### src/rtl/synth_pkg.sv
// synth_pkg: shared sizes, FSM state encoding and saturation helper for voice_mixer.
package synth_pkg;
    localparam int NUM_VOICES = 4;
    localparam int POS_W      = 12;
    localparam int KEY_W      = 8;
    localparam int SRAM_AW    = 20;
    localparam int SAMPLE_W   = 16;
    localparam int ACC_W      = 18;

    typedef enum logic [2:0] {IDLE, LATCH, READ_A, READ_B, SUM, OUT} state_e;

    localparam logic signed [ACC_W-1:0] SAT_MAX = 18'sh07FFF;
    localparam logic signed [ACC_W-1:0] SAT_MIN = 18'sh38000;

    function automatic logic signed [ACC_W-1:0] sat(input logic signed [ACC_W-1:0] a);
        return a > SAT_MAX ? SAT_MAX : a < SAT_MIN ? SAT_MIN : a;
    endfunction
endpackage

### src/rtl/voice_slot.sv
// voice_slot: one voice's key/position/active state with new-note detect and one-shot advance.
// Ports: clk_i, rst_ni (async active-low); latch_i captures key_i; advance_i steps an active
// voice after its read; key_o/pos_o/active_o expose the voice state.
module voice_slot
    import synth_pkg::*;
(
    input  logic             clk_i,
    input  logic             rst_ni,
    input  logic             latch_i,
    input  logic             advance_i,
    input  logic [KEY_W-1:0] key_i,
    output logic [KEY_W-1:0] key_o,
    output logic [POS_W-1:0] pos_o,
    output logic             active_o
);
    logic [KEY_W-1:0] key_q, key_d;
    logic [POS_W-1:0] pos_q, pos_d;
    logic             active_q, active_d;

    always_ff @(posedge clk_i or negedge rst_ni) begin
        if (!rst_ni) begin
            key_q    <= '0;
            pos_q    <= '0;
            active_q <= 1'b0;
        end else begin
            key_q    <= key_d;
            pos_q    <= pos_d;
            active_q <= active_d;
        end
    end

    // The last sample ends the note without wrapping; only a key change re-arms it.
    always_comb begin
        key_d    = key_q;
        pos_d    = pos_q;
        active_d = active_q;
        if (latch_i) begin
            key_d = key_i;
            if (key_i != key_q) begin
                pos_d    = '0;
                active_d = key_i != '0;
            end
        end else if (advance_i && active_q) begin
            if (pos_q == '1) active_d = 1'b0;
            else             pos_d    = pos_q + 1'b1;
        end
    end

    assign key_o    = key_q;
    assign pos_o    = pos_q;
    assign active_o = active_q;
endmodule

### src/rtl/voice_mixer.sv
// voice_mixer: per sample tick, reads one SRAM sample for each active voice and outputs the saturated mix.
// Ports: Clk, Reset_n (async active-low); sample_tick starts a mix; keycode holds four 8-bit keys;
// sram_addr/sram_oe_n/sram_data form the SRAM read port; audio_data/audio_valid carry the mix;
// overrun is sticky and flags ticks arriving while busy.
module voice_mixer
    import synth_pkg::*;
(
    input  logic                        Clk,
    input  logic                        Reset_n,
    input  logic                        sample_tick,
    input  logic [NUM_VOICES*KEY_W-1:0] keycode,
    output logic [SRAM_AW-1:0]          sram_addr,
    output logic                        sram_oe_n,
    input  logic [SAMPLE_W-1:0]         sram_data,
    output logic [SAMPLE_W-1:0]         audio_data,
    output logic                        audio_valid,
    output logic                        overrun
);
    state_e                   state_q, state_d;
    logic [1:0]               slot_q, slot_d;
    logic signed [ACC_W-1:0]  acc_q, acc_d;
    logic [SAMPLE_W-1:0]      audio_data_q, audio_data_d;
    logic                     audio_valid_q, audio_valid_d;
    logic                     overrun_q, overrun_d;

    logic [KEY_W-1:0] key    [NUM_VOICES];
    logic [POS_W-1:0] pos    [NUM_VOICES];
    logic             active [NUM_VOICES];
    logic             rd;

    for (genvar i = 0; i < NUM_VOICES; i++) begin : g_slot
        voice_slot u_slot (
            .clk_i    (Clk),
            .rst_ni   (Reset_n),
            .latch_i  (state_q == LATCH),
            .advance_i(state_q == READ_B && slot_q == 2'(i)),
            .key_i    (keycode[i*KEY_W +: KEY_W]),
            .key_o    (key[i]),
            .pos_o    (pos[i]),
            .active_o (active[i])
        );
    end

    always_ff @(posedge Clk or negedge Reset_n) begin
        if (!Reset_n) begin
            state_q       <= IDLE;
            slot_q        <= '0;
            acc_q         <= '0;
            audio_data_q  <= '0;
            audio_valid_q <= 1'b0;
            overrun_q     <= 1'b0;
        end else begin
            state_q       <= state_d;
            slot_q        <= slot_d;
            acc_q         <= acc_d;
            audio_data_q  <= audio_data_d;
            audio_valid_q <= audio_valid_d;
            overrun_q     <= overrun_d;
        end
    end

    // SRAM port is combinational from state so reset drives it idle immediately.
    always_comb begin
        rd        = (state_q == READ_A || state_q == READ_B) && active[slot_q];
        sram_oe_n = !rd;
        sram_addr = rd ? {key[slot_q], pos[slot_q]} : '0;
    end

    always_comb begin
        state_d       = state_q;
        slot_d        = slot_q;
        acc_d         = acc_q;
        audio_data_d  = audio_data_q;
        audio_valid_d = 1'b0;
        overrun_d     = overrun_q | (sample_tick && state_q != IDLE);
        case (state_q)
            IDLE:   state_d = sample_tick ? LATCH : IDLE;
            LATCH: begin
                acc_d   = '0;
                slot_d  = '0;
                state_d = READ_A;
            end
            READ_A: state_d = READ_B;
            READ_B: begin
                if (rd) acc_d = acc_q + {{(ACC_W-SAMPLE_W){sram_data[SAMPLE_W-1]}}, sram_data};
                slot_d  = slot_q + 1'b1;
                state_d = slot_q == 2'd3 ? SUM : READ_A;
            end
            SUM: begin
                acc_d   = sat(acc_q);
                state_d = OUT;
            end
            OUT: begin
                audio_data_d  = acc_q[SAMPLE_W-1:0];
                audio_valid_d = 1'b1;
                state_d       = IDLE;
            end
            default: state_d = IDLE;
        endcase
    end

    assign audio_data  = audio_data_q;
    assign audio_valid = audio_valid_q;
    assign overrun     = overrun_q;
endmodule

### config.mk
export PLATFORM = sky130hd
export DESIGN_NAME = voice_mixer
export DESIGN_NICKNAME = d
export VERILOG_FILES = /design/src/rtl/synth_pkg.sv /design/src/rtl/voice_slot.sv /design/src/rtl/voice_mixer.sv
export SDC_FILE = /design/constraint.sdc
export NUM_CORES = 1
export LEC_CHECK = 0
export ABC_AREA = 1
export CAP_MARGIN = 40
export CORE_ASPECT_RATIO = 1.1
export CORE_MARGIN = 5
export CORE_UTILIZATION = 52
export CTS_CLUSTER_SIZE = 30
export DETAILED_ROUTE_END_ITERATION = 10
export GPL_ROUTABILITY_DRIVEN = 0
export PLACE_DENSITY = 0.87
export SLEW_MARGIN = 20
export SYNTH_ARGS = -nofsm -noshare
export SYNTH_HDL_FRONTEND = slang
export SYNTH_SLANG_ARGS = --single-unit
### constraint.sdc
create_clock -name Clk -period 2.1 [get_ports Clk]
set_clock_uncertainty 0.1 [all_clocks]
set_input_delay 0.525 -clock Clk [delete_from_list [all_inputs] [get_ports Clk]]
set_output_delay 0.525 -clock Clk [all_outputs]
set_load 0.1 [all_outputs]
# After elaboration in Yosys (flattened, before gate mapping)
# Cells that the tools add are included.
# totals
mem_count	0
output_inout_bits	39
ram_bits	0
regBits	125
romBits	0
latchBits	0
input_bits	51
wordCells	144
# op_classes
n_shift	0
div_mod_pow	0
eq_ne	26
mux	51
bitwise_logic	2
multipliers	0
order_cmp	3
n_reduce_logical	38
addsub	6
# ops
cell	n
$mux W12	18
$mux W18	3
$pmux W18 S3	1
$add A12 B1 Y12 const B	4
$eq A12 B12 Y1 const B	4
$ne A8 B8 Y1	4
$reduce_bool A8 Y1	4
$reduce_and A3 Y1	9
$bmux W12 S2	1
$mux W1	20
$mux W20	1
$add A18 B18 Y18	1
$gt A18 B16 Y1 const B	1
$lt A18 B16 Y1 const B	1
$reduce_bool A2 Y1	9
$bmux W8 S2	1
$mux W8	2
$pmux W3 S5	1
$logic_and A1 B1 Y1	10
$ne A2 B2 Y1 const B	5
$ne A2 B1 Y1 const B	4
$eq A3 B2 Y1 const B	2
$eq A3 B3 Y1 const B	2
$reduce_bool A3 Y1	2
other kinds (15)	16

# Longest topological paths before layout
# logic_depth
depth_word	7
depth_mapped	12
depth_no_buf	12

# By module
# A second synthesis with hierarchy kept.
# unflattened
hier_cells	1403
area_unflattened_um2	8953.6
# by_module_without_submodules
module	area_per_inst_um2	seq_area_each_um2	n_inst	cells_per_inst
voice_slot	1340.0	525.5	4	208
voice_mixer	3593.4	1026.0	1	571

# Worst setup path after synthesis
# Ideal clock, no wire load.
# synth_path
path_type	reg-to-output
from	register slot_q[1]
to	output sram_addr[11]
stages_incl_launch_ff	7
path_buffers	3
t_arrival_ps	3339
t_required_ps	1475
setup_slack_ps	-1864
path_cell_list	dfrtp_1 > clkbuf_1 > inv_1 > buf_2 > buf_2 > a21oi_1 > a221oi_1
# synth_between
elab_chain_len	6
elab_cells_between_ends	9
classes_between	7 x mux; 1 x bitwise; 1 x reduce/logical
# synth_rtl
element	line	rtl
start: declaration	voice_mixer.sv:20	logic [1:0] slot_q, slot_d;
start signal: assignment	voice_mixer.sv:54	slot_q <= slot_d;
$not A2 Y3 (not written as such) (*)	voice_mixer.sv:64, voice_mixer.sv:66	
$bmux W1 S2	voice_mixer.sv:64	rd = (state_q == READ_A || state_q == READ_B) && active[slot_q];
$mux W1 (not written as such) (2 in series)	voice_mixer.sv:64	
$logic_and A1 B1 Y1	voice_mixer.sv:64	
$mux W20 (*)	voice_mixer.sv:66	sram_addr = rd ? {key[slot_q], pos[slot_q]} : '0;
end: declaration	voice_mixer.sv:12	output logic [SRAM_AW-1:0] sram_addr,
# Every way passes the cells marked *; elsewhere a longest branch is shown, timed or not. The select of a mux whose other input is x is not followed.

# Final worst setup path
# layout_path
from	register slot_q[0]
to	output sram_addr[11]
# Same word-level chain as after synthesis.

==> flow_summary.ini <==
[pwr]
pwr-share-clk_pct = 17.7
power.internal_w = 0.00982
pwr-share-comb_pct = 60.3
power.density_nw_per_um2 = 1660
switching_share_pct = 48.6
power_switching_w = 0.00929
ir_drop_v = 0.00121
p_leak_nw = 5.15
pwr-share-seq_pct = 21.9

[cells_and_area]
final_cells = 1505
nets = 1369
fin_util_pct = 73.4
drive_gt1_share_pct = 21.5
syn_to_final_growth_pct = 39.2
antenna_cells = 0

[die]
ios = 90
die_x_um = 130
core_um2 = 15700
num_rows = 48
die_area_um2 = 18500
die_y_um = 142
start_util_pct = 52.8

[route]
vias = 8855
routed_via_density = 5.88
drtIter0Drc = 995
drc = 0
totalWireLength_um = 26000
wl_per_cell_um = 17.3
ant_nets = 0
drt_pre_antenna_iters = 6

[global_route]
grt_max_degree = 48
grt_pass1_vias = 8502
antenna_found_initial = 0
grt_use_total_pct = 27.6
grt_pass1_wl_um = 40700
overflow = 0

[synth]
synth_nets = 1222
yosysUniqueCellTypes = 47
avgSynthCellArea_um2 = 7.22
ys_async_sr_fraction_pct = 100
ys_ff_latch = 125
synthCells = 1145
yosysWarnings = 0
synth-edff-count = 0
synthesis.area_um2 = 8270
synthFlopType = dfrtp_1
yosysSeqAreaShare_pct = 37.8

[worst_setup_path]
cp_max_fo = 24
critPathArrivalTime_ns = 2.00
crit_type = flop to output port
critPathLaunchType = flop
timing.rr.start = g_slot[1].u_slot.pos_o[0]
critPathRequiredTime_ns = 1.47
rr_endpoint = g_slot[1].u_slot.pos_o[8]
worst_setup_path_end_kind = output port
r2r_setup_slack_ns = 0.08
r2r_cells = 10

[timing]
setup_ws_ns = -0.527
final_max_slew_viol_count = 0
period_needed_ns = 2.63
slew_headroom_pct = 65.2
setup_viol = 21
tightestPinTransition_ns = 0.522
rsz0062_at_grt = true
whs_ns = 0.405
finalHoldViolations = 0
max_freq_ghz = 0.381
finalCritPeriodShare_pct = 125

[run]
cap_viol_max_count = 0

[place]
hpwl_um = 17500
dp.cells = 1461
io_buffers = 89

[cts]
cts_buffers = 17
clock_path_buffers = 2
clk_pin_slew_ns = 0.06
clock-sinks = 125
cts-root-buf = clkbuf_16
cts_tree = built
htree_levels = 4
clock_latency_ns = 0.43

[worst_hold_path]
hold-path-cell-count = 2
hp-class = flop to flop
worstHoldStart = acc_q[12]
min_to = audio_data[12]

[run_status]
violations = negative setup slack
status = finished, violations left
==> power by group through the flow <==
stage | clock network [W] | logic [W] | registers (W)
finish | 0.00338 | 0.0115 | 0.00419
global route | 0.00354 | 0.0123 | 0.00428
CTS | 0.00340 | 0.0111 | 0.00415
detailed placement | 0 | 0.0106 | 0.00416
global placement | 0 | 0.0103 | 0.00413
floorplan | 0 | 0.00622 | 0.00499
==> critical path, stage by stage (launching register included) <==
cell and delay (ns):
dfrtp_2 0.46, buf_4 0.16, buf_12 0.15, a21oi_1 0.43
a221oi_4 0.17, buf_12 0.20
==> state kept, by name, indices dropped and copies added (netlist names) <==
name	cells
g_slot.u_slot.pos_o	48
g_slot.u_slot.key_o	32
acc_q	18
audio_data	16
g_slot.u_slot.active_o	4
state_q	3
slot_q	2
audio_valid	1
overrun	1
==> placed cells by master, fill, tap and decap left out, types with 4 or more instances in the layout <==
cell             netlist  routed
xnor2_1               17      17
nor3_1                11      11
a21oi_4                1      13
inv_2                  7       7
nand3_2                3       5
or2_2                 12      12
xor2_1                11      11
clkdlybuf4s50_1        0      49
a221oi_4               0      10
nor2_2                 4       6
inv_1                101     100
a21oi_1               83      62
a31o_2                 7       7
dfrtp_1              125     122
buf_12                 0      48
o21ai_1               29      43
nor4_1                 4       4
a21oi_2                1      10
clkbuf_16              0      18
buf_4                  5      70
nand3_1               75      71
nand4_1               24      24
a22oi_1                9       9
o21ai_0               73      57
o21ai_2               14      16
nor2_1                76      74
nand3b_1              13      13
nand2_2                7      17
ha_1                  25      20
bufinv_16              0       6
nand2_1              334     323
o211ai_1               4       4
==> through the flow <==
stage          setup slack (ns)  power (W)  instance area (um^2)  setup TNS [ns]
6_report                 -0.527     0.0191                 11500           -9.51
3_3_place_gp             -0.383     0.0145                 10500           -5.34
2_1_floorplan            -0.375     0.0112                  8670           -4.89
3_5_place_dp             -0.455     0.0148                 10500           -9.27
4_1_cts                  -0.463     0.0187                 11400           -9.06
5_1_grt                  -0.596     0.0201                 11500          -10.81
==> layout make-up <==
cell class	instances	area (um^2)
multi-input combinational	865	4960
inverter	111	423
tap	200	250
sequential	125	3130
clock inverter	14	240
fill	1046	4170
timing repair buffer	172	2080
clock buffer	18	429
==> synth_stat cells (2+ instances only) <==
cell      number  share of area (%)
nor3_4         2               0.39
buf_6          4               0.54
inv_1        101                4.6
a21oi_1       83                5.0
buf_1          3               0.14
a22oi_1        9               0.82
nor3_1        11               0.67
nand2_1      334                 15
o211ai_1       4               0.36
a31o_2         7               0.74
nand4_1       24                1.8
dfrtp_1      125                 38
nand2_2        7               0.53
clkbuf_1      19               0.86
and2_1         2               0.15
o21ai_1       29                1.8
ha_1          25                3.8
nor2_1        76                3.4
nor4_1         4               0.30
xor2_1        11                1.2
nand3b_1      13                1.2
nor3_2         3               0.36
or2_2         12               0.91
o21ai_2       14                1.5
o21ai_0       73                4.4
nand3_2        3               0.36
buf_4          5               0.45
xnor2_1       17                1.8
nand3_1       75                4.5
buf_2         13               0.79
nor2_2         4               0.30
a21o_1         3               0.27
a221oi_1      10                1.1
inv_2          7               0.32
==> logic make-up (layout without fill, tap and decap cells) <==
logic type	after synthesis	in the layout	synth area share (%)
adder cells (fa/ha/maj)	26	26	4.02
AO/OA/AOI/OAI	239	239	16.9
flip-flops	125	125	37.8
buffers and inverters	155	315	7.87
AND/OR/NAND/NOR	572	572	30.4
XOR/XNOR	28	28	2.97
==> per-layer routing <==
layer / GRT usage [%] / routed length (um) / up-vias
met2: 48.3 / 13500 / 487
met3: 5.59 / 1940 / 106
met4: 13.6 / 1130 / 0
met5: 0 / 0 / -
li1: - / - / 4097
met1: 31.9 / 9500 / 4165
==> worst max path at each step <==
stage                       from       endpoint  slack [ns]  cells past startpoint
detailed placement  sram_data[0]      acc_q[12]       -0.46                     11
global route           slot_q[0]  sram_addr[11]       -0.60                      6
floorplan              slot_q[0]  sram_addr[10]       -0.38                      7
CTS                    slot_q[0]  sram_addr[10]       -0.46                      7
finish                 slot_q[0]  sram_addr[11]       -0.53                      5
global placement    sram_data[0]      acc_q[12]       -0.38                     12
==> timing repair <==
item	CTS	global route
pin swaps	12	6
hold endpoints to repair	17	0
buffers inserted	7	3
resized for setup	24	29
hold buffers	1	0
endpoints found under the setup margin	23	47
gates cloned	2	1
Power figures use the tool's default switching activity.
